[src/rtl/dram_amux_pkg.sv]
// Shared types and constants for the multi-bank DRAM address multiplexer.
package dram_amux_pkg;
    typedef enum logic [1:0] {IDLE, ROW, COL} amux_state_e;

    localparam int REF_UNIT = 64;

    // column width code 0..3 -> 8..11 address bits
    function automatic logic [3:0] colw_bits(input logic [1:0] code);
        return 4'd8 + {2'b00, code};
    endfunction
endpackage

[src/rtl/dram_amux_nbank_if.sv]
// Request-side handshake between the address arbiter and the address mux.
interface dram_amux_nbank_if #(parameter int AW = 24);
    logic          req_valid;
    logic          req_ready;
    logic [AW-1:0] req_addr;
    logic [1:0]    req_len;

    modport master (output req_valid, req_addr, req_len, input req_ready);
    modport slave  (input req_valid, req_addr, req_len, output req_ready);
endinterface

[src/rtl/dram_amux_refcnt.sv]
// Refresh interval counter ((rate+1)*REF_UNIT clocks) feeding a pending count saturating at 3.
module dram_amux_refcnt
    import dram_amux_pkg::*;
#(
    parameter int REFW = 4
) (
    input  logic            clk,
    input  logic            resetl,
    input  logic [REFW-1:0] cfg_refrate,
    input  logic            ack,
    output logic            ref_req,
    output logic [1:0]      ref_pend
);
    localparam int CW = REFW + $clog2(REF_UNIT) + 1;

    logic [CW-1:0]   cnt, limit;
    logic [REFW-1:0] rate_q;
    logic            rate_chg, wrap;

    assign limit    = (CW'(cfg_refrate) + CW'(1)) * CW'(REF_UNIT);
    assign rate_chg = rate_q != cfg_refrate;
    assign wrap     = !rate_chg && (cnt == limit - CW'(1));
    assign ref_req  = ref_pend != 2'd0;

    always_ff @(posedge clk or negedge resetl) begin
        if (!resetl) begin
            cnt      <= '0;
            rate_q   <= '0;
            ref_pend <= 2'd0;
        end else begin
            rate_q <= cfg_refrate;
            cnt    <= (rate_chg || wrap) ? '0 : cnt + CW'(1);
            // a wrap and an ack in the same cycle cancel out
            if (wrap && !ack && ref_pend != 2'd3)
                ref_pend <= ref_pend + 2'd1;
            else if (ack && !wrap && ref_pend != 2'd0)
                ref_pend <= ref_pend - 2'd1;
        end
    end
endmodule

[src/rtl/dram_amux_nbank.sv]
// Multi-bank DRAM address mux: open-row tracking, row/column strobe sequencing, refresh requests.
// Optional burst columns via DRAM_AMUX_BURST_EN (req_len+1 beats); default is single beat.
module dram_amux_nbank
    import dram_amux_pkg::*;
#(
    parameter int AW    = 24,
    parameter int MAW   = 11,
    parameter int NBANK = 2,
    parameter int BKW   = $clog2(NBANK),
    parameter int REFW  = 4
) (
    input  logic               clk,
    input  logic               resetl,
    dram_amux_nbank_if.slave   req,
    input  logic [2*NBANK-1:0] cfg_colw,
    input  logic [REFW-1:0]    cfg_refrate,
    input  logic               ref_ack,
    output logic [MAW-1:0]     ma,
    output logic               row_stb,
    output logic               col_stb,
    output logic               page_hit,
    output logic [BKW-1:0]     bank_sel,
    output logic               done,
    output logic               ref_req,
    output logic [1:0]         ref_pend
);
    amux_state_e state, state_nxt;

    logic                      acc, ack_ok, hit;
    logic [BKW-1:0]            a_bank;
    logic [3:0]                a_cbits;
    logic [AW-BKW-1:0]         a_low, a_mask;
    logic [MAW-1:0]            a_row, a_col;
    logic [1:0]                a_len;
    logic [NBANK-1:0]          row_vld;
    logic [NBANK-1:0][MAW-1:0] row_tab;
    logic [MAW-1:0]            col_q, mask_q, col_inc;
    logic [1:0]                rem_q;
    logic [MAW-1:0]            ma_d;
    logic [BKW-1:0]            bank_d;
    logic                      row_d, col_d, hit_d, done_d;

    assign req.req_ready = (state == IDLE) && !ref_req;
    assign acc     = req.req_valid && req.req_ready;
    assign ack_ok  = ref_ack && (state == IDLE);

    // split is taken from the live config only at accept, then latched
    assign a_bank  = req.req_addr[AW-1 -: BKW];
    assign a_low   = req.req_addr[AW-BKW-1:0];
    assign a_cbits = colw_bits(cfg_colw[{a_bank, 1'b0} +: 2]);
    assign a_mask  = ~({(AW-BKW){1'b1}} << a_cbits);
    assign a_row   = MAW'(a_low >> a_cbits);
    assign a_col   = MAW'(a_low & a_mask);
    assign hit     = row_vld[a_bank] && !ack_ok && (row_tab[a_bank] == a_row);
    assign col_inc = (col_q + MAW'(1)) & mask_q;

`ifdef DRAM_AMUX_BURST_EN
    assign a_len = req.req_len;
`else
    logic unused_len;
    assign unused_len = ^req.req_len;
    assign a_len      = 2'd0;
`endif

    dram_amux_refcnt #(.REFW(REFW)) u_refcnt (
        .clk         (clk),
        .resetl      (resetl),
        .cfg_refrate (cfg_refrate),
        .ack         (ack_ok),
        .ref_req     (ref_req),
        .ref_pend    (ref_pend)
    );

    always_ff @(posedge clk or negedge resetl) begin
        if (!resetl) begin
            state    <= IDLE;
            ma       <= '0;
            row_stb  <= 1'b0;
            col_stb  <= 1'b0;
            page_hit <= 1'b0;
            done     <= 1'b0;
            bank_sel <= '0;
        end else begin
            state    <= state_nxt;
            ma       <= ma_d;
            row_stb  <= row_d;
            col_stb  <= col_d;
            page_hit <= hit_d;
            done     <= done_d;
            bank_sel <= bank_d;
        end
    end

    // rem_q counts column beats still owed after the one currently being issued
    always_comb begin
        state_nxt = state;
        case (state)
            IDLE:    if (acc) state_nxt = hit ? COL : ROW;
            ROW:     state_nxt = COL;
            COL:     if (rem_q == 2'd0) state_nxt = IDLE;
            default: state_nxt = IDLE;
        endcase
    end

    always_comb begin
        ma_d   = ma;
        bank_d = bank_sel;
        row_d  = 1'b0;
        col_d  = 1'b0;
        hit_d  = 1'b0;
        done_d = 1'b0;
        case (state)
            IDLE: if (acc) begin
                bank_d = a_bank;
                if (hit) begin
                    col_d  = 1'b1;
                    hit_d  = 1'b1;
                    ma_d   = a_col;
                    done_d = a_len == 2'd0;
                end else begin
                    row_d = 1'b1;
                    ma_d  = a_row;
                end
            end
            ROW: begin
                col_d  = 1'b1;
                ma_d   = col_q;
                done_d = rem_q == 2'd0;
            end
            COL: if (rem_q != 2'd0) begin
                col_d  = 1'b1;
                ma_d   = col_inc;
                done_d = rem_q == 2'd1;
            end
            default: ;
        endcase
    end

    always_ff @(posedge clk or negedge resetl) begin
        if (!resetl) begin
            row_vld <= '0;
            row_tab <= '0;
            col_q   <= '0;
            mask_q  <= '0;
            rem_q   <= 2'd0;
        end else begin
            if (ack_ok)
                row_vld <= '0;
            if (acc) begin
                col_q  <= a_col;
                mask_q <= MAW'(a_mask);
                rem_q  <= a_len;
                if (!hit) begin
                    row_vld[a_bank] <= 1'b1;
                    row_tab[a_bank] <= a_row;
                end
            end else if (state == COL && rem_q != 2'd0) begin
                col_q <= col_inc;
                rem_q <= rem_q - 2'd1;
            end
        end
    end
endmodule
[src/flat_wrapper.sv]
// flat-port wrapper written by rule: the top's interface ports become plain ports
module dram_amux_nbank_flat import dram_amux_pkg::*;
#(
    parameter int AW    = 24,
    parameter int MAW   = 11,
    parameter int NBANK = 2,
    parameter int BKW   = $clog2(NBANK),
    parameter int REFW  = 4
)
  (clk, resetl, cfg_colw, cfg_refrate, ref_ack, ma, row_stb, col_stb, page_hit, bank_sel, done, ref_req, ref_pend, req_req_valid, req_req_addr, req_req_len, req_req_ready);
  dram_amux_nbank_if #(.AW(AW)) req_i ();
  input  logic clk;
  input  logic resetl;
  input  logic [2*NBANK-1:0] cfg_colw;
  input  logic [REFW-1:0] cfg_refrate;
  input  logic ref_ack;
  output logic [MAW-1:0] ma;
  output logic row_stb;
  output logic col_stb;
  output logic page_hit;
  output logic [BKW-1:0] bank_sel;
  output logic done;
  output logic ref_req;
  output logic [1:0] ref_pend;
  input wire logic [$bits(req_i.req_valid)-1:0] req_req_valid;
  input wire logic [$bits(req_i.req_addr)-1:0] req_req_addr;
  input wire logic [$bits(req_i.req_len)-1:0] req_req_len;
  output wire logic [$bits(req_i.req_ready)-1:0] req_req_ready;
  assign req_i.req_valid = req_req_valid;
  assign req_i.req_addr = req_req_addr;
  assign req_i.req_len = req_req_len;
  assign req_req_ready = req_i.req_ready;
  dram_amux_nbank #(.AW(AW), .MAW(MAW), .NBANK(NBANK), .BKW(BKW), .REFW(REFW)) u_core (.clk(clk), .resetl(resetl), .req(req_i), .cfg_colw(cfg_colw), .cfg_refrate(cfg_refrate), .ref_ack(ref_ack), .ma(ma), .row_stb(row_stb), .col_stb(col_stb), .page_hit(page_hit), .bank_sel(bank_sel), .done(done), .ref_req(ref_req), .ref_pend(ref_pend));
endmodule
[config.mk]
export PLATFORM = sky130hd
export DESIGN_NAME = dram_amux_nbank_flat
export DESIGN_NICKNAME = d
export VERILOG_FILES = /design/src/rtl/dram_amux_pkg.sv /design/src/rtl/dram_amux_nbank_if.sv /design/src/rtl/dram_amux_refcnt.sv /design/src/rtl/dram_amux_nbank.sv /design/src/flat_wrapper.sv
export SDC_FILE = /design/constraint.sdc
export NUM_CORES = 1
export LEC_CHECK = 0
export ABC_AREA = 1
export CAP_MARGIN = 0
export CORE_UTILIZATION = 42
export DETAILED_ROUTE_END_ITERATION = 10
export SYNTH_ARGS = -nofsm -noshare
export SYNTH_HDL_FRONTEND = slang
export SYNTH_SLANG_ARGS = --single-unit
[constraint.sdc]
create_clock -name clk -period 6 [get_ports clk]
set_clock_uncertainty 0.05 [all_clocks]
set_input_delay 0.9 -clock clk [delete_from_list [all_inputs] [get_ports clk]]
set_output_delay 0.9 -clock clk [all_outputs]
set_load 0.005 [all_outputs]
==> results of run 1 <==
## per-stage QoR
step / hold WS [ns] / setup WS, ns / instance area [µm²]
3_5_place_dp: 0.403 / 1.87 / 5780
5_1_grt: 0.442 / 1.93 / 6040
6_report: 0.411 / 2.27 / 6040
3_3_place_gp: 0.395 / 1.86 / 5780
2_1_floorplan: 0.383 / 3.40 / 5210
4_1_cts: 0.410 / 2.23 / 6040
## flip-flops by register name, summed over array words and instances, names as in the netlist, 4 cells and up
signal / count
u_core.col_q: 11
u_core.row_tab: 22
u_core.ma: 11
u_core.u_refcnt.rate_q: 4
u_core.mask_q: 4
u_core.u_refcnt.cnt: 11
## worst max-delay path, cell delays in order
cell and delay (ns):
clkdlybuf4s50_1 0.45, buf_4 0.32, inv_6 0.14, nand2_8 0.17
nand2_4 0.16, nand2_1 0.12, nand3_1 0.11, nand2_1 0.21
nand2_1 0.08, nand2_1 0.12, nand2_1 0.07, nor2_1 0.14
nand3_2 0.26, nand3_2 0.34, inv_2 0.13, nand2_1 0.07
o21ai_0 0.08
## area by class of cell
class,count,area share
Multi-Input combinational cell,543,0.457
Sequential cell,76,0.315
Timing Repair Buffer,55,0.0903
Inverter,95,0.0598
Clock buffer,14,0.0420
Tap cell,168,0.0348
Clock inverter,2,0.00166
## Yosys cell counts (2+ instances only)
master,count,share of area
inv_2,2,0.0014
buf_2,4,0.0038
xnor2_1,5,0.0084
nor3b_1,3,0.0043
ha_1,10,0.024
o21ai_0,34,0.033
clkinv_1,2,0.0014
nand2_1,208,0.15
clkbuf_1,6,0.0043
o211ai_1,3,0.0043
nand3_1,107,0.10
o221ai_1,7,0.012
or2_2,3,0.0036
nand3b_1,3,0.0043
buf_6,11,0.024
o21ai_1,8,0.0077
o22ai_1,3,0.0036
a21oi_1,27,0.026
o21ai_2,2,0.0034
dfrtp_1,76,0.37
nor2_1,54,0.039
inv_1,90,0.065
or2_1,4,0.0048
nand2_4,3,0.0065
nand4_1,10,0.012
nor3_1,7,0.0067
nand3_2,15,0.029
nand2_2,10,0.012
xor2_1,6,0.010
## per-layer routing
layer	vias to the layer above	wire length (µm)	share of wire	track usage
met5	-	0	0	0
met4	0	204	0.015	0.0833
met3	16	840	0.061	0.0399
met2	143	6270	0.45	0.373
met1	2334	6480	0.47	0.323
li1	2495	-	-	-
## path summary, 6_finish.rpt
path | endpoint | startpoint | cells after the start
min in group asynchronous | u_core.u_refcnt.rate_q[1]$_DFF_PN0_ | resetl | 1
worst max-delay path | u_core.row_tab[13]$_DFFE_PN0P_ | req_req_addr[23] | 17
worst min register to register | u_core.u_refcnt.cnt[0]$_DFF_PN0_ | u_core.u_refcnt.cnt[0]$_DFF_PN0_ | 1
max in group asynchronous | u_core.mask_q[9]$_DFFE_PN0P_ | resetl | 1
worst max register to register | u_core.ma[2]$_DFFE_PN0P_ | u_core.state[0]$_DFFE_PN0P_ | 14
worst min-delay path | u_core.u_refcnt.cnt[0]$_DFF_PN0_ | u_core.u_refcnt.cnt[0]$_DFF_PN0_ | 1
## logic make-up after synthesis
| family | share of synthesized area |
|---|---|
| xor+xnor | 0.0185 |
| compound gates | 0.0970 |
| simple gates | 0.390 |
| buf+inv | 0.105 |
| fa+ha+maj | 0.0240 |
| flops | 0.365 |
## power groups by stage
stage	combinational (mW)	sequential, mW	clock, mW
after floorplan	0.704	0.790	0
after global placement	1.03	0.813	0
after detailed placement	1.04	0.818	0
after CTS	1.05	0.810	0.511
after global routing	1.20	0.833	0.527
final	1.05	0.813	0.496
==> report_table.html, run 1 <==
<table>
<tr><th>Metric</th><th>Value</th></tr>
<tr><th colspan="2">Status</th></tr>
<tr><td>Result of the run</td><td>finished clean</td></tr>
<tr><th colspan="2">Timing</th></tr>
<tr><td>Unrepaired setup endpoints after global routing</td><td>no</td></tr>
<tr><td>Highest attainable clock frequency</td><td>about 0.27 GHz</td></tr>
<tr><td>Final period demand of the worst path</td><td>about 3.7 ns</td></tr>
<tr><td>Normalized max-slew margin</td><td>0.343</td></tr>
<tr><td>Total count of max-transition violations in the final report</td><td>0</td></tr>
<tr><td>Portion of the clock cycle consumed by the worst path in the final layout</td><td>0.621</td></tr>
<tr><td>Post-Route Setup TNS</td><td>0 ns</td></tr>
<tr><td>Count of final setup violators</td><td>0</td></tr>
<tr><td>Final hold violation count</td><td>0</td></tr>
<tr><td>Worst-margin pin slew</td><td>0.985 ns</td></tr>
<tr><th colspan="2">Critical path</th></tr>
<tr><td>Endpoint required time on the critical path</td><td>roughly 6 ns</td></tr>
<tr><td>Crit path launch type</td><td>primary input</td></tr>
<tr><td>Critical path capture point type</td><td>flop</td></tr>
<tr><td>Worst Path Arrival</td><td>3.89 ns</td></tr>
<tr><td>CP max FO</td><td>24</td></tr>
<tr><td>Critical Setup Path Class</td><td>primary input to flop</td></tr>
<tr><td>FF-to-FF setup slack</td><td>2.81 ns</td></tr>
<tr><th colspan="2">Routing</th></tr>
<tr><td>Number of remaining DRC errors</td><td>0</td></tr>
<tr><td>Routed wirelength normalized by instance count</td><td>14.5 µm</td></tr>
<tr><td>Initial DRT Pass Iterations</td><td>6</td></tr>
<tr><td>Routed Wire Length</td><td>roughly 14000 µm</td></tr>
<tr><td>Number of nets with antenna violations after routing</td><td>0</td></tr>
<tr><td>Number of violations reported at the end of detailed-routing iteration 0</td><td>between 300 and 400</td></tr>
<tr><td>Via count</td><td>4988</td></tr>
<tr><td>Vias per std cell</td><td>5.23</td></tr>
<tr><th colspan="2">Floorplan</th></tr>
<tr><td>Initial standard-cell utilization of the core</td><td>0.432</td></tr>
<tr><td>Placement row count</td><td>40</td></tr>
<tr><td>Total die area</td><td>about 13000 µm²</td></tr>
<tr><td>Core Footprint</td><td>12100 µm²</td></tr>
<tr><td>Die Span X</td><td>113 µm</td></tr>
<tr><td>Chip height</td><td>113 µm</td></tr>
<tr><td>I/O pin total</td><td>58</td></tr>
<tr><th colspan="2">Global route</th></tr>
<tr><td>First-pass GRT wire length</td><td>23500 µm</td></tr>
<tr><td>Total overflow reported by the global router</td><td>0</td></tr>
<tr><td>Total routing resource utilization after global routing</td><td>0.235</td></tr>
<tr><td>Initial antenna violation count</td><td>0</td></tr>
<tr><td>Largest net degree at the start of global routing</td><td>77</td></tr>
<tr><td>Via count of the first global-routing pass</td><td>4844</td></tr>
<tr><th colspan="2">Clock tree</th></tr>
<tr><td>Buffers inserted during post-CTS setup optimization</td><td>0</td></tr>
<tr><td>CTS Sinks</td><td>76</td></tr>
<tr><td>Clock tree root driver cell</td><td>clkbuf_16</td></tr>
<tr><td>Clock latency on the worst-skew pair</td><td>0.35 ns</td></tr>
<tr><td>Clock Tree Buf Depth</td><td>2</td></tr>
<tr><td>Clock Pin Slew Worst Setup and Hold Paths</td><td>0.05 ns</td></tr>
<tr><td>Post-CTS Hold Buffers</td><td>0</td></tr>
<tr><td>TritonCTS clock tree</td><td>done</td></tr>
<tr><td>Number of buffers created by CTS</td><td>9</td></tr>
<tr><td>H-Tree Level Count</td><td>3</td></tr>
<tr><td>Resized cells post-CTS</td><td>0</td></tr>
<tr><th colspan="2">Flow run</th></tr>
<tr><td># Max-Cap Violations</td><td>0</td></tr>
<tr><th colspan="2">Final layout</th></tr>
<tr><td>Number of non-filler instances in the completed layout</td><td>953</td></tr>
<tr><td>Total Nets Final</td><td>between 800 and 900</td></tr>
<tr><td>Multi-input gate area in the final layout</td><td>approximately 2800 µm²</td></tr>
<tr><td>Syn-to-layout area delta</td><td>16.0%</td></tr>
<tr><td>Flip-flop and latch area</td><td>1900 µm²</td></tr>
<tr><td>Count of inserted antenna diode cells</td><td>0</td></tr>
<tr><td>Most frequent standard cell in the layout excluding fill and tap cells</td><td>nand2_1</td></tr>
<tr><td>Share of layout cells above drive strength 1</td><td>0.0701</td></tr>
<tr><td>Most frequent cells in the layout</td><td>nand2_1 (208), nand3_1 (107), inv_1 (90), dfrtp_1 (76), nor2_1 (54)</td></tr>
<tr><td>Final Core Density</td><td>0.501</td></tr>
<tr><td>Number of filler cells placed in the layout</td><td>roughly 1200</td></tr>
<tr><th colspan="2">Power and ir drop</th></tr>
<tr><td>Switching power share of the total</td><td>0.413</td></tr>
<tr><td>Comb pwr share</td><td>0.445</td></tr>
<tr><td>Switching Power</td><td>0.972 mW</td></tr>
<tr><td>Cell leakage power</td><td>2.97 nW</td></tr>
<tr><td>Design Power</td><td>2.36 mW</td></tr>
<tr><td>Proportion of power drawn by the clock network</td><td>0.210</td></tr>
<tr><td>Power density over the cells</td><td>390 nW/µm²</td></tr>
<tr><td>Sequential Power Share</td><td>0.345</td></tr>
<tr><td>Internal cell power</td><td>1.38 mW</td></tr>
<tr><td>Peak ir drop on the vdd network</td><td>0.153 mV</td></tr>
<tr><th colspan="2">Synth</th></tr>
<tr><td>Seq/Total Area, Yosys</td><td>0.365</td></tr>
<tr><td>Post-Syn Instances</td><td>737</td></tr>
<tr><td>Synth async-reset ratio</td><td>1.00</td></tr>
<tr><td>Cell variety after synth</td><td>between 40 and 50</td></tr>
<tr><td>Count of flip-flops with a built-in enable after synthesis</td><td>0</td></tr>
<tr><td>Post-synthesis register bit count</td><td>76</td></tr>
<tr><td>Syn avg cell area</td><td>7.07 µm²</td></tr>
<tr><td>Main flop type after synthesis</td><td>dfrtp_1</td></tr>
<tr><td>Syn. warnings</td><td>0</td></tr>
<tr><td>Netlist area before placement</td><td>5210 µm²</td></tr>
<tr><td>Number of nets produced by synthesis</td><td>785</td></tr>
<tr><th colspan="2">Placement</th></tr>
<tr><td>Number of cells after detailed placement</td><td>937</td></tr>
<tr><td>Total half-perimeter wirelength after legalization and detailed placement</td><td>10400 µm</td></tr>
<tr><td>Routability congestion estimate from global placement</td><td>between 0.8 and 0.9</td></tr>
<tr><td>Number of port buffers</td><td>between 50 and 60</td></tr>
<tr><th colspan="2">Worst hold path</th></tr>
<tr><td>Hold WC Path Type</td><td>flop to flop</td></tr>
</table>
Note: power is estimated with default switching activity, not from simulation.
==> inputs of run 2 (changes only) <==
==> constraint.sdc (replaced) <==
create_clock -name clk -period 3.7 [get_ports clk]
set_clock_uncertainty 0.05 [all_clocks]
set_input_delay 0.555 -clock clk [delete_from_list [all_inputs] [get_ports clk]]
set_output_delay 0.555 -clock clk [all_outputs]
set_load 0.005 [all_outputs]
==> report_table.html, run 2 (synthesized netlist as in run 1, its figures left out) <==
<table>
<tr><th>Metric</th><th>Value</th></tr>
<tr><th colspan="2">Critical path</th></tr>
<tr><td>Category of cells accounting for the largest share of critical-path delay</td><td>simple AND/OR/NAND/NOR gates (unchanged)</td></tr>
<tr><td>CP max FO</td><td>20 (was 24)</td></tr>
<tr><td>Worst Path Arrival</td><td>3.35 ns (was 3.89 ns)</td></tr>
<tr><td>Cell breakdown of the critical path</td><td>clkdlybuf4s50_1 &gt; o21ai_4 &gt; nand3_1 &gt; nand2_1 &gt; nand2_1 &gt; nand2_1 &gt; nand2_1 &gt; nor2_1 &gt; nand3_2 &gt; nand3_4 &gt; inv_2 &gt; nand2_1 &gt; nand2_1 (was clkdlybuf4s50_1 &gt; buf_4 &gt; inv_6 &gt; nand2_8 &gt; nand2_4 &gt; nand2_1 &gt; nand3_1 &gt; nand2_1 &gt; nand2_1 &gt; nand2_1 &gt; nand2_1 &gt; nor2_1 &gt; nand3_2 &gt; nand3_2 &gt; inv_2 &gt; nand2_1 &gt; o21ai_0)</td></tr>
<tr><td>Maximum single-stage delay on the critical path</td><td>0.64 ns (was 0.45 ns)</td></tr>
<tr><td>Startpoint of the most critical setup path</td><td>req_req_addr[23] (unchanged)</td></tr>
<tr><td>Endpoint required time on the critical path</td><td>3.89 ns (was 6.17 ns)</td></tr>
<tr><td>Max stage delay cell, worst path</td><td>clkdlybuf4s50_1 (unchanged)</td></tr>
<tr><td>Critical Setup Path Class</td><td>primary input to flop (unchanged)</td></tr>
<tr><td>Worst flop-to-flop path startpoint</td><td>u_core.state[0]$_DFFE_PN0P_ (unchanged)</td></tr>
<tr><td>Crit path launch type</td><td>primary input (unchanged)</td></tr>
<tr><td>Critical path capture point type</td><td>flop (unchanged)</td></tr>
<tr><td>Most Frequent Cell on Critical Path</td><td>nand2_1 (unchanged)</td></tr>
<tr><td>Buffers plus inverters on the worst setup path</td><td>2 (was 4)</td></tr>
<tr><th colspan="2">Global route</th></tr>
<tr><td>Initial antenna violation count</td><td>0 (unchanged)</td></tr>
<tr><td>Total routing resource utilization after global routing</td><td>0.234 (was 0.235)</td></tr>
<tr><td>First-pass GRT wire length</td><td>23400 µm (was 23500 µm)</td></tr>
<tr><td>Largest net degree at the start of global routing</td><td>77 (unchanged)</td></tr>
<tr><td>Via count of the first global-routing pass</td><td>4784 (was 4844)</td></tr>
<tr><td>Total overflow reported by the global router</td><td>0 (unchanged)</td></tr>
<tr><th colspan="2">Clock tree</th></tr>
<tr><td>Clock latency on the worst-skew pair</td><td>0.35 ns (about the same)</td></tr>
<tr><td>CTS Sinks</td><td>76 (unchanged)</td></tr>
<tr><td>Resized cells post-CTS</td><td>0 (unchanged)</td></tr>
<tr><td>Clock Pin Slew Worst Setup and Hold Paths</td><td>0.06 ns (was 0.05 ns)</td></tr>
<tr><td>H-Tree Level Count</td><td>3 (unchanged)</td></tr>
<tr><td>Clock Tree Buf Depth</td><td>2 (unchanged)</td></tr>
<tr><td>Clock tree root driver cell</td><td>clkbuf_16 (unchanged)</td></tr>
<tr><td>Buffers inserted during post-CTS setup optimization</td><td>0 (unchanged)</td></tr>
<tr><td>TritonCTS clock tree</td><td>done (unchanged)</td></tr>
<tr><td>Number of buffers created by CTS</td><td>9 (unchanged)</td></tr>
<tr><td>Post-CTS Hold Buffers</td><td>0 (unchanged)</td></tr>
<tr><th colspan="2">Power and ir drop</th></tr>
<tr><td>Design Power</td><td>4.05 mW (was 2.36 mW)</td></tr>
<tr><td>Power density over the cells</td><td>658 nW/µm² (was 390 nW/µm²)</td></tr>
<tr><td>Peak ir drop on the vdd network</td><td>0.324 mV (was 0.153 mV)</td></tr>
<tr><td>Cell leakage power</td><td>3.02 nW (was 2.97 nW)</td></tr>
<tr><th colspan="2">Final layout</th></tr>
<tr><td>Flip-flop and latch area</td><td>1900 µm² (unchanged)</td></tr>
<tr><td>Share of layout cells above drive strength 1</td><td>0.0785 (was 0.0701)</td></tr>
<tr><td>Total Nets Final</td><td>833 (was 828)</td></tr>
<tr><td>Multi-input gate area in the final layout</td><td>2760 µm² (unchanged)</td></tr>
<tr><td>Largest reg by FF count</td><td>u_core.row_tab (unchanged)</td></tr>
<tr><td>Max FFs per register</td><td>22 (unchanged)</td></tr>
<tr><td>Design Area, Final</td><td>6150 µm² (was 6040 µm²)</td></tr>
<tr><td>Most frequent cells in the layout</td><td>nand2_1 (208), nand3_1 (107), inv_1 (90), dfrtp_1 (76), nor2_1 (54) (unchanged)</td></tr>
<tr><td>Number of filler cells placed in the layout</td><td>1244 (was 1243)</td></tr>
<tr><td>Count of inserted antenna diode cells</td><td>0 (unchanged)</td></tr>
<tr><td>Syn-to-layout area delta</td><td>18.1% (was 16.0%)</td></tr>
<tr><td>Most frequent standard cell in the layout excluding fill and tap cells</td><td>nand2_1 (unchanged)</td></tr>
<tr><td>Number of non-filler instances in the completed layout</td><td>958 (was 953)</td></tr>
<tr><td>Final Core Density</td><td>0.510 (was 0.501)</td></tr>
<tr><th colspan="2">Routing</th></tr>
<tr><td>Initial DRT Pass Iterations</td><td>6 (unchanged)</td></tr>
<tr><td>Number of nets with antenna violations after routing</td><td>0 (unchanged)</td></tr>
<tr><td>Number of remaining DRC errors</td><td>0 (unchanged)</td></tr>
<tr><td>Via count</td><td>5015 (was 4988)</td></tr>
<tr><td>Routed Wire Length</td><td>13900 µm (was 13800 µm)</td></tr>
<tr><td>Number of violations reported at the end of detailed-routing iteration 0</td><td>379 (was 390)</td></tr>
<tr><td>Vias per std cell</td><td>5.23 (about the same)</td></tr>
<tr><td>Routed wirelength normalized by instance count</td><td>14.5 µm (about the same)</td></tr>
<tr><th colspan="2">Timing</th></tr>
<tr><td>Unrepaired setup endpoints after global routing</td><td>no (unchanged)</td></tr>
<tr><td>Worst path setup slack after routing</td><td>0.534 ns (was 2.27 ns)</td></tr>
<tr><td>Highest attainable clock frequency</td><td>approximately 0.32 GHz</td></tr>
<tr><td>Total count of max-transition violations in the final report</td><td>0 (unchanged)</td></tr>
<tr><td>Count of final setup violators</td><td>0 (unchanged)</td></tr>
<tr><td>Normalized max-slew margin</td><td>0.351 (was 0.343)</td></tr>
<tr><td>Worst-margin pin slew</td><td>0.974 ns (was 0.985 ns)</td></tr>
<tr><td>Final period demand of the worst path</td><td>3.17 ns</td></tr>
<tr><td>Final hold violation count</td><td>0 (unchanged)</td></tr>
<tr><td>Hold Slack</td><td>0.305 ns (was 0.411 ns)</td></tr>
<tr><td>Post-Route Setup TNS</td><td>0 ns (unchanged)</td></tr>
<tr><td>Portion of the clock cycle consumed by the worst path in the final layout</td><td>0.856</td></tr>
<tr><th colspan="2">Placement</th></tr>
<tr><td>Worst slack, placed</td><td>0.180 ns (was 1.87 ns)</td></tr>
<tr><td>Post-placement cell area</td><td>5820 µm² (was 5780 µm²)</td></tr>
<tr><td>Total half-perimeter wirelength after legalization and detailed placement</td><td>10500 µm (was 10400 µm)</td></tr>
<tr><td>Number of port buffers</td><td>54 (unchanged)</td></tr>
<tr><td>Number of cells after detailed placement</td><td>942 (was 937)</td></tr>
<tr><td>Routability congestion estimate from global placement</td><td>0.893 (was 0.870)</td></tr>
<tr><th colspan="2">Floorplan</th></tr>
<tr><td>Placement row count</td><td>40 (unchanged)</td></tr>
<tr><td>Die Span X</td><td>113 µm (unchanged)</td></tr>
<tr><td>I/O pin total</td><td>58 (unchanged)</td></tr>
<tr><td>Chip height</td><td>113 µm (unchanged)</td></tr>
<tr><td>Core Footprint</td><td>12100 µm² (unchanged)</td></tr>
<tr><td>Total die area</td><td>12900 µm² (unchanged)</td></tr>
<tr><td>Initial standard-cell utilization of the core</td><td>0.432 (unchanged)</td></tr>
<tr><th colspan="2">Worst hold path</th></tr>
<tr><td>Hold WC Path Type</td><td>primary input to async pin (was flop to flop)</td></tr>
<tr><th colspan="2">Status</th></tr>
<tr><td>Result of the run</td><td>finished clean (unchanged)</td></tr>
<tr><th colspan="2">Flow run</th></tr>
<tr><td># Max-Cap Violations</td><td>0 (unchanged)</td></tr>
</table>
[run 2: cell count changes in the layout (fill, tap and decap cells not counted), sizes merged]
cell	change
buf	+5
bufinv	+3
clkbuf	-3
[run 2: per-layer routing]
metal | global-route usage | vias up | routed length [µm]
met5 | 0 | - | 0
met2 | 0.360 | 175 | 6230
met4 | 0.0912 | 0 | 340
met3 | 0.0558 | 24 | 835
met1 | 0.318 | 2328 | 6470
li1 | - | 2488 | -
[run 2: area by class of cell]
cell class              instances  area share
multi-input cells             543       0.449
flip-flops and latches         76       0.309
repair buffers                 60      0.0948
inverters                      95      0.0588
clock buffers                  11      0.0378
well taps                     168      0.0342
clock inverters                 5      0.0163
[run 2: where the power goes]
group	leakage, nW	total [mW]	switching, mW	internal [mW]
Sequential	0.966	1.31	0.193	1.12
Combinational	1.89	1.73	1.05	0.673
Clock	0.163	1.00	0.348	0.657
Total	3.02	4.05	1.60	2.45
[run 2: worst paths after layout]
path | to | slack, ns | depth (start not counted)
max in group asynchronous | u_core.row_tab[8]$_DFFE_PN0P_ | 2.66 | 1
hold reg to reg | u_core.u_refcnt.cnt[0]$_DFF_PN0_ | 0.42 | 1
hold / removal | u_core.u_refcnt.rate_q[0]$_DFF_PN0_ | 0.31 | 1
min in group clk | u_core.u_refcnt.cnt[0]$_DFF_PN0_ | 0.42 | 1
setup / recovery | u_core.row_tab[6]$_DFFE_PN0P_ | 0.53 | 13
setup reg to reg | u_core.row_tab[6]$_DFFE_PN0P_ | 1.06 | 14
